<file path="config.mk">
export PLATFORM = sky130hd
export DESIGN_NAME = rf_burst_read
export DESIGN_NICKNAME = d
export VERILOG_FILES = /design/src/rtl/rf_pkg.sv /design/src/rtl/rf_read_mux.sv /design/src/rtl/rf_burst_read.sv
export SDC_FILE = /design/constraint.sdc
export NUM_CORES = 1
export LEC_CHECK = 0
export BUFFER_PORTS_ARGS = -buffer_cell sky130_fd_sc_hd__buf_2
export CAP_MARGIN = 20
export CORE_AREA = 2 2 132 134
export CTS_CLUSTER_SIZE = 25
export DETAILED_ROUTE_END_ITERATION = 10
export DIE_AREA = 0 0 134 136
export HOLD_SLACK_MARGIN = 0.12
export PLACE_DENSITY_LB_ADDON = 0.15
export SLEW_MARGIN = 20
export SYNTH_ARGS = -nofsm -noshare
export SYNTH_HDL_FRONTEND = slang
export SYNTH_SLANG_ARGS = --single-unit
</file>
<file path="constraint.sdc">
create_clock -name clk -period 2.4 [get_ports clk]
set_input_delay 0.48 -clock clk [delete_from_list [all_inputs] [get_ports clk]]
set_output_delay 0.48 -clock clk [all_outputs]
set_load 0.01 [all_outputs]
</file>
<file path="src/rtl/rf_pkg.sv">
// Shared types and default sizes for the register-file burst reader.
// Holds the FSM state encoding and the reg_flat word-slicing helper.
package rf_pkg;

  localparam int RF_DATA_W = 32;
  localparam int RF_ADDR_W = 3;
  localparam int RF_NREG   = 1 << RF_ADDR_W;

  typedef enum logic [1:0] {
    IDLE = 2'd0,
    READ = 2'd1,
    DONE = 2'd2
  } rf_state_e;

  // Register idx of a flattened default-sized register file.
  function automatic logic [RF_DATA_W-1:0] rf_word(
    input logic [RF_NREG*RF_DATA_W-1:0] flat,
    input logic [RF_ADDR_W-1:0]         idx
  );
    return flat[int'(idx)*RF_DATA_W +: RF_DATA_W];
  endfunction

endpackage

</file>
<file path="src/rtl/rf_read_mux.sv">
// Combinational NREG:1 word select out of the flattened register file.
module rf_read_mux
  import rf_pkg::*;
#(
  parameter int DATA_W = RF_DATA_W,
  parameter int ADDR_W = RF_ADDR_W
) (
  input  logic [(2**ADDR_W)*DATA_W-1:0] reg_flat,
  input  logic [ADDR_W-1:0]             sel,
  output logic [DATA_W-1:0]             word
);

  localparam int NREG = 2 ** ADDR_W;

  always_comb begin
    word = '0;
    for (int i = 0; i < NREG; i++) begin
      if (sel == ADDR_W'(i)) word = reg_flat[i*DATA_W +: DATA_W];
    end
  end

endmodule

</file>
<file path="src/rtl/rf_burst_read.sv">
// Burst read engine: streams consecutive registers out on a registered valid/ready port.
// Optional write-through forwarding of a same-cycle write is enabled by RF_WR_BYPASS_EN.
module rf_burst_read
  import rf_pkg::*;
#(
  parameter int DATA_W = RF_DATA_W,
  parameter int ADDR_W = RF_ADDR_W,
  parameter int LEN_W  = ADDR_W + 1
) (
  input  logic                          clk,
  input  logic                          reset_n,
  input  logic                          start,
  input  logic [ADDR_W-1:0]             start_addr,
  input  logic [LEN_W-1:0]              burst_len,
  input  logic [(2**ADDR_W)*DATA_W-1:0] reg_flat,
  input  logic                          we,
  input  logic [ADDR_W-1:0]             wAddr,
  input  logic [DATA_W-1:0]             wData,
  output logic                          rd_valid,
  input  logic                          rd_ready,
  output logic [DATA_W-1:0]             rd_data,
  output logic [ADDR_W-1:0]             rd_addr,
  output logic                          busy,
  output logic                          done,
  output logic [1:0]                    state_dbg
);

  localparam int NREG = 2 ** ADDR_W;
  localparam logic [LEN_W-1:0] NREG_L = LEN_W'(NREG);

  localparam logic [1:0] ST_IDLE = IDLE;
  localparam logic [1:0] ST_READ = READ;
  localparam logic [1:0] ST_DONE = DONE;

  logic [1:0]        state;
  logic [LEN_W-1:0]  remaining;
  logic [LEN_W-1:0]  len_c;
  logic [ADDR_W-1:0] load_addr;
  logic [DATA_W-1:0] mux_word;
  logic [DATA_W-1:0] load_data;

  // Handshake: a beat moves on any rising edge with rd_valid && rd_ready; while
  // rd_valid is high and rd_ready low, rd_data/rd_addr are held unchanged.

  assign len_c     = (burst_len > NREG_L) ? NREG_L : burst_len;
  assign load_addr = (state == ST_IDLE) ? start_addr : rd_addr + ADDR_W'(1);

  rf_read_mux #(
    .DATA_W (DATA_W),
    .ADDR_W (ADDR_W)
  ) u_mux (
    .reg_flat (reg_flat),
    .sel      (load_addr),
    .word     (mux_word)
  );

`ifdef RF_WR_BYPASS_EN
  assign load_data = (we && (wAddr == load_addr)) ? wData : mux_word;
`else
  // Write port is inert in this build; same-cycle writes return the old value.
  logic unused_bypass;
  assign unused_bypass = ^{we, wAddr, wData};
  assign load_data     = mux_word;
`endif

  always_ff @(posedge clk or negedge reset_n) begin
    if (!reset_n) begin
      state     <= ST_IDLE;
      rd_valid  <= 1'b0;
      rd_data   <= '0;
      rd_addr   <= '0;
      remaining <= '0;
    end else begin
      case (state)
        ST_IDLE: begin
          if (start) begin
            if (len_c != '0) begin
              state     <= ST_READ;
              rd_valid  <= 1'b1;
              rd_addr   <= load_addr;
              rd_data   <= load_data;
              remaining <= len_c - LEN_W'(1);
            end else begin
              state <= ST_DONE;
            end
          end
        end
        ST_READ: begin
          if (rd_valid && rd_ready) begin
            if (remaining != '0) begin
              rd_addr   <= load_addr;
              rd_data   <= load_data;
              remaining <= remaining - LEN_W'(1);
            end else begin
              rd_valid <= 1'b0;
              state    <= ST_DONE;
            end
          end
        end
        ST_DONE: state <= ST_IDLE;
        default: state <= ST_IDLE;
      endcase
    end
  end

  assign busy      = (state != ST_IDLE);
  assign done      = (state == ST_DONE);
  assign state_dbg = state;

endmodule

</file>
======== Word-level counts from Yosys, hierarchy flattened ========
Index checks and enable logic that the tools add are counted.
Widths: inputs -> output; s select.
storage, ports and cells
  flip-flop bits (word level) ............. 42
  bits in latches ......................... 0
  RAM bits ................................ 0
  ROM bits ................................ 0
  bits of input ports ..................... 303
  output and inout bits ................... 40
  logic and storage cells ................. 68
  memories kept ........................... 0
cells by class
  $add $sub $neg .......................... 3
  multipliers ............................. 0
  div/mod/pow operators ................... 0
  order comparisons ....................... 1
  equal/unequal tests ..................... 14
  shifts and indexed selects .............. 0
  multiplexer cells ....................... 35
  bitwise logic cells ..................... 0
  reduce and logical (&&, ||, !) cells .... 10
operator list
  operator             number
  $mux 32              12
  $pmux 32 s2          1
  $mux 4               5
  $mux 3               5
  $eq 3x3->1 const B   4
  $reduce_and 5->1     2
  $mux 2               4
  $ne 2x2->1 const B   4
  $pmux 4 s2           1
  $reduce_bool 4->1    2
  $sub 4x1->4 const B  2
  $eq 3x2->1 const B   2
  $pmux 3 s2           1
  $gt 4x4->1 const B   1
  $mux 1               4
  $pmux 2 s2           1
  $reduce_bool 2->1    2
  $add 3x1->3 const B  1
  $eq 3x1->1 const B   1
  $logic_not 3->1      1
  $reduce_and 3->1     1
  $eq 2x1->1 const B   1
  $eq 2x2->1 const B   1
  $logic_not 2->1      1
  3 further kinds      3

======== Logic depth before layout (Yosys ltp) ========
  depth in word-level cells ............... 14
  gate-level depth with buffers ........... 10
  gate-level depth less buffers ........... 7

======== Cells and area by module ========
A second synthesis with hierarchy kept.
second synthesis, totals
  cell total of the unflattened synthesis .. 503
  area total of the unflattened synthesis .. 4590.7 um^2
modules (own cells, without submodules)
  module         times used  cells an instance  area an instance (um^2)  sequential area each (um^2)
  rf_read_mux    1           378                2626.3                   0.0
  rf_burst_read  1           125                1964.4                   1051.0

======== Least setup slack after synthesis ========
OpenSTA, ideal clock, no wires.
  path kind ............................... register to register
  start ................................... register rd_addr[0]
  end ..................................... register rd_data[12]
  setup time .............................. 159 ps
  arrival time ............................ 2082 ps
  required time ........................... 2241 ps
  slack ................................... 160 ps
  cell stages (with the launch flop) ...... 10
  path buffers ............................ 2
  clock period less this slack ............ 2240 ps
  cell sequence ........................... dfrtp_1 -> ha_1 -> o21a_1 -> a21o_1 -> buf_4 -> buf_6 -> mux2_1 -> a22oi_1 -> o2111a_1 -> a311oi_2
on the way
  cells in the longest elaborated chain, start to end .. 14
  elaborated cells on any way between the ends .. 23
  those cells by class .................... add/sub: 1; eq/ne: 7; mux: 14; reduce/logical: 1
RTL lines
  what                        RTL line                                  RTL
  start: declaration          rf_burst_read.sv:22                       output logic [ADDR_W-1:0] rd_addr,
  start signal: assignment    rf_burst_read.sv:80                       rd_addr <= load_addr;
  start signal: assignment    rf_burst_read.sv:91                       rd_addr <= load_addr;
  $add 3x1->3 *               rf_burst_read.sv:46                       assign load_addr = (state == ST_IDLE) ? start_addr : rd_addr + ADDR_W'(1);
  $mux 3 *                    rf_burst_read.sv:46
  $logic_not 3->1             rf_read_mux.sv:18                         if (sel == ADDR_W'(i)) word = reg_flat[i*DATA_W +: DATA_W];
  $mux 32 (7 in a row)        rf_read_mux.sv:18
  $mux 32 *                   rf_read_mux.sv:18
  $mux 32 (on tied branches)  rf_burst_read.sv:90, rf_burst_read.sv:77
  $mux 32 (on tied branches)  rf_burst_read.sv:89, rf_burst_read.sv:76
  $pmux 32 s2 *               rf_burst_read.sv:74                       case (state)
  end signal: assignment      rf_burst_read.sv:81                       rd_data <= load_data;
  end signal: assignment      rf_burst_read.sv:92                       rd_data <= load_data;
  end: declaration            rf_burst_read.sv:21                       output logic [DATA_W-1:0] rd_data,
Mark *: on every way between the ends. The rest lies on a longest branch, timed or not. The select of a mux whose other input is x is not followed.
A chain may end at the register's enable or synchronous reset.

======== Final worst setup path ========
  start ................................... register state[1], in the netlist state_dbg[1]
  end ..................................... register rd_data[14]
on the way
  cells in the longest elaborated chain, start to end .. 14
  elaborated cells on any way between the ends .. 30
  those cells by class .................... eq/ne: 12; mux: 14; reduce/logical: 4
RTL lines
  what                        RTL line                                  RTL
  start: declaration          rf_burst_read.sv:35                       logic [1:0] state;
  start signal: assignment    rf_burst_read.sv:68                       state <= ST_IDLE;
  start signal: assignment    rf_burst_read.sv:78                       state <= ST_READ;
  start signal: assignment    rf_burst_read.sv:84                       state <= ST_DONE;
  $logic_not 2->1             rf_burst_read.sv:46, rf_burst_read.sv:74
  $mux 3                      rf_burst_read.sv:46
  $logic_not 3->1             rf_read_mux.sv:18
  $mux 32 (8 in a row)        rf_read_mux.sv:18
  $mux 32 (on tied branches)  rf_burst_read.sv:90, rf_burst_read.sv:77
  $mux 32 (on tied branches)  rf_burst_read.sv:89, rf_burst_read.sv:76
  $pmux 32 s2                 rf_burst_read.sv:74
Several ways; a longest one is shown, not always the timed one. The select of a mux whose other input is x is not followed.

==> impl_results.md <==
* Status: finished, final reports clean
* Grt ovf at 0
* Setup WS post-layout at roughly 0.13 ns
* Max Freq at around 440 MHz
* Later-pin clock latency in the skew report at ~0.3 ns
* Tot GR Track Use at about 22%
* Clk sink count at 42
* H-tree lvl count at 2
* Worst-margin pin slew at between 0.5 and 0.6 ns
* Critical path startpoint category: flip-flop
* HPWL reported at the end of detailed placement at between 15000 and 20000 microns
* Hold Vio Cnt, Final at 0
* Layout cells sized above 1 at a little under half
* IO Count at 343
* Post-synthesis sequential area ratio at between 20% and 30%
* Largest stage delay, worst path at ~0.61 ns
* Slew Viols, Final at 0
* First-pass GRT wire length at 30300 microns
* CP Data Required Time at roughly 2.6 ns
* Relative slew slack at 61.2%
* Nets@finish at between 1000 and 1500
* Flops & latches, synth at 42
* Area after DPL at between 6000 and 7000 sq um
* Critical path type: reg2reg
* Clk slew on worst S/H paths at 0.07 ns
* Routed Antenna Nets at 0
* WHS at around 0.17 ns
* Min Tclk post-route at approximately 2.3 ns
* DR iter-0 viols at 256
* Largest net degree at the start of global routing at 32
* Syn Inst Count at between 500 and 600
* Worst-path maximum fanout at 11
* Placer Congestion at 0.793
* CTS tree: yes
* Via density per instance at roughly 5.1
* Full die area at roughly 18000 sq um
* Setup Fix Bufs, Post-CTS at 0
* Fin area at approximately 6300 sq um
* Max Cap Viol at 0
* Pleak at between 2 and 3 nW
* Rows at 48
* Drc violations at 0
* Crit end category: flip-flop
* Area grow syn2layout at 52.6%
* Dpl cells at 1041
* Async S/R FF share, synth at 100%
* Most used DFF post-synth: dfrtp_1
* Worst Hold Class: in2async
* Fin cells at 1048
* PwrDens at approximately 1800 nW/um^2
* Most common cell after layout, fill and taps aside: buf_2
* Die H at 136 microns
* Number of detailed-route iterations in the first pass at 4
* Starting density of the core at 24.5%
* Setup_tns at 0 ns
* Vias at around 5400
* Commonest cells after routing, fill and taps aside: 306 x buf_2, 78 x o21ai_0, 76 x nand2_1
* Pre-CTS WS at approximately 0.11 ns
* Die width at 134 microns
* Crit-path slowest cell: or4b_4
* Post-layout util at 37.4%
* Peak VDD IR at about 0.66 mV
* Final WL at roughly 20000 microns
* Post-Syn Area at 4140 sq um
* Post-synth EDFFs at 0
* Ys Warns at 0
* CTS Buf Count at 5
* Core area at about 17000 sq um
* PortBufs at between 300 and 400
* Arr. time, crit path at between 2 and 2.5 ns
* RSZ-0062 raised after global routing: no
* Initial antenna violation count at 0
* Syn Area/Cell at 8.03 sq um
* Vias in the first global route at about 5200
* Tot Pwr at around 12 mW
* Clk root buf: clkbuf_16
* Unique masters post-synth at 60
* WL per Instance at 19.5 microns
* Final setup fails at 0
* Syn Nets at 820
* CTS max path bufs at 2
* Critical path, cell by cell: or4b_4 > o31a_1 > nand2b_1 > a21oi_2 > buf_4 > a211oi_1 > nor2_1
* Clk_skew at 0.0101 ns
* Final period utilization at around 94%
[worst max-delay path, delay by kind of cell, from the launching register on]
family                 cells  cell delay (ns)
AND/OR/NAND/NOR            3             0.82
AO/OA/AOI/OAI              3             0.63
flip-flops                 1             0.51
buffers and inverters      1             0.17
[cells in the mapped netlist, types with 3 or more instances]
| master | n | share of area, % |
|---|---|---|
| a22oi_1 | 23 | 4.2 |
| a31oi_1 | 4 | 0.60 |
| o2111a_1 | 19 | 5.2 |
| o21ai_0 | 78 | 9.4 |
| buf_6 | 8 | 2.2 |
| dfrtp_1 | 42 | 25 |
| nand2b_1 | 5 | 0.76 |
| nor2_1 | 17 | 1.5 |
| a211oi_1 | 5 | 0.91 |
| a221oi_1 | 4 | 0.85 |
| nor3b_1 | 4 | 0.73 |
| a21boi_0 | 3 | 0.54 |
| nand2_1 | 76 | 6.9 |
| mux2_1 | 13 | 3.5 |
| nand3_1 | 4 | 0.48 |
| a311oi_1 | 8 | 1.7 |
| mux2_2 | 6 | 1.6 |
| nor2b_1 | 3 | 0.45 |
| mux2i_1 | 13 | 3.1 |
| buf_4 | 5 | 0.91 |
| a221o_1 | 8 | 1.9 |
| clkbuf_2 | 3 | 0.36 |
| o22ai_1 | 24 | 3.6 |
| o31ai_1 | 5 | 0.91 |
| a21oi_1 | 42 | 5.1 |
| o21ai_1 | 5 | 0.60 |
| buf_2 | 16 | 1.9 |
| clkbuf_1 | 18 | 1.6 |
| o32ai_1 | 3 | 0.64 |
| a311oi_2 | 11 | 4.0 |
[routing by layer]
metal | track usage (%) | vias up | routed length (microns) | share of wire, %
li1 | - | 2629 | - | -
met1 | 28.0 | 2492 | 8790 | 43
met2 | 37.9 | 216 | 10000 | 49
met3 | 4.33 | 15 | 1340 | 6.6
met4 | 4.08 | 0 | 240 | 1.2
met5 | 0 | - | 0 | 0
[flip-flops by register name, summed over array words and instances, names as in the netlist]
name / flops
rd_addr: 3
rd_data: 32
rd_valid: 1
remaining: 4
state_dbg: 2
[cell type report]
| cell class | instances | area [sq um] |
|---|---|---|
| Tap cell | 225 | 282 |
| Inverter | 3 | 11.3 |
| Clock buffer | 6 | 139 |
| Antenna cell | 1 | 2.50 |
| Sequential cell | 42 | 1050 |
| Fill cell | 1879 | 10600 |
| Multi-Input combinational cell | 419 | 2850 |
| Timing Repair Buffer | 352 | 1980 |
[final timing paths]
| path | start | end | slack, ns | depth (start not counted) |
|---|---|---|---|---|
| worst max-delay path | state_dbg[1] | rd_data[14] | 0.13 | 7 |
| worst min-delay path | reset_n | rd_data[18] | 0.17 | 1 |
| worst max register to register | state_dbg[1] | rd_data[14] | 0.13 | 7 |
| worst min register to register | rd_data[31] | rd_data[31] | 0.48 | 2 |
| max in group asynchronous | reset_n | state_dbg[0] | 1.67 | 2 |
| min in group clk | reg_flat[245] | rd_data[21] | 0.41 | 3 |
[logic make-up (layout without fill, tap and decap cells)]
| logic type | count (synthesis) | in the layout | synth area share, % |
|---|---|---|---|
| fa+ha+maj | 2 | 2 | 0.605 |
| other cells | 0 | 1 | 0 |
| mux | 32 | 32 | 8.32 |
| simple gates | 123 | 123 | 14.0 |
| buf+inv | 54 | 361 | 7.38 |
| flops | 42 | 42 | 25.4 |
| compound gates | 260 | 260 | 43.9 |
| xor+xnor | 2 | 2 | 0.423 |
[timing repair]
action,in CTS,in global routing
endpoints found under the setup margin,0,13
gates resized for setup,0,2
hold buffers,0,0
[power breakdown]
group          switching, mW  leakage [nW]  internal, mW
logic                   5.56          2.32          3.91
registers              0.257         0.492          1.11
clock network          0.301        0.0688         0.404
Power figures use the tool's default switching activity.
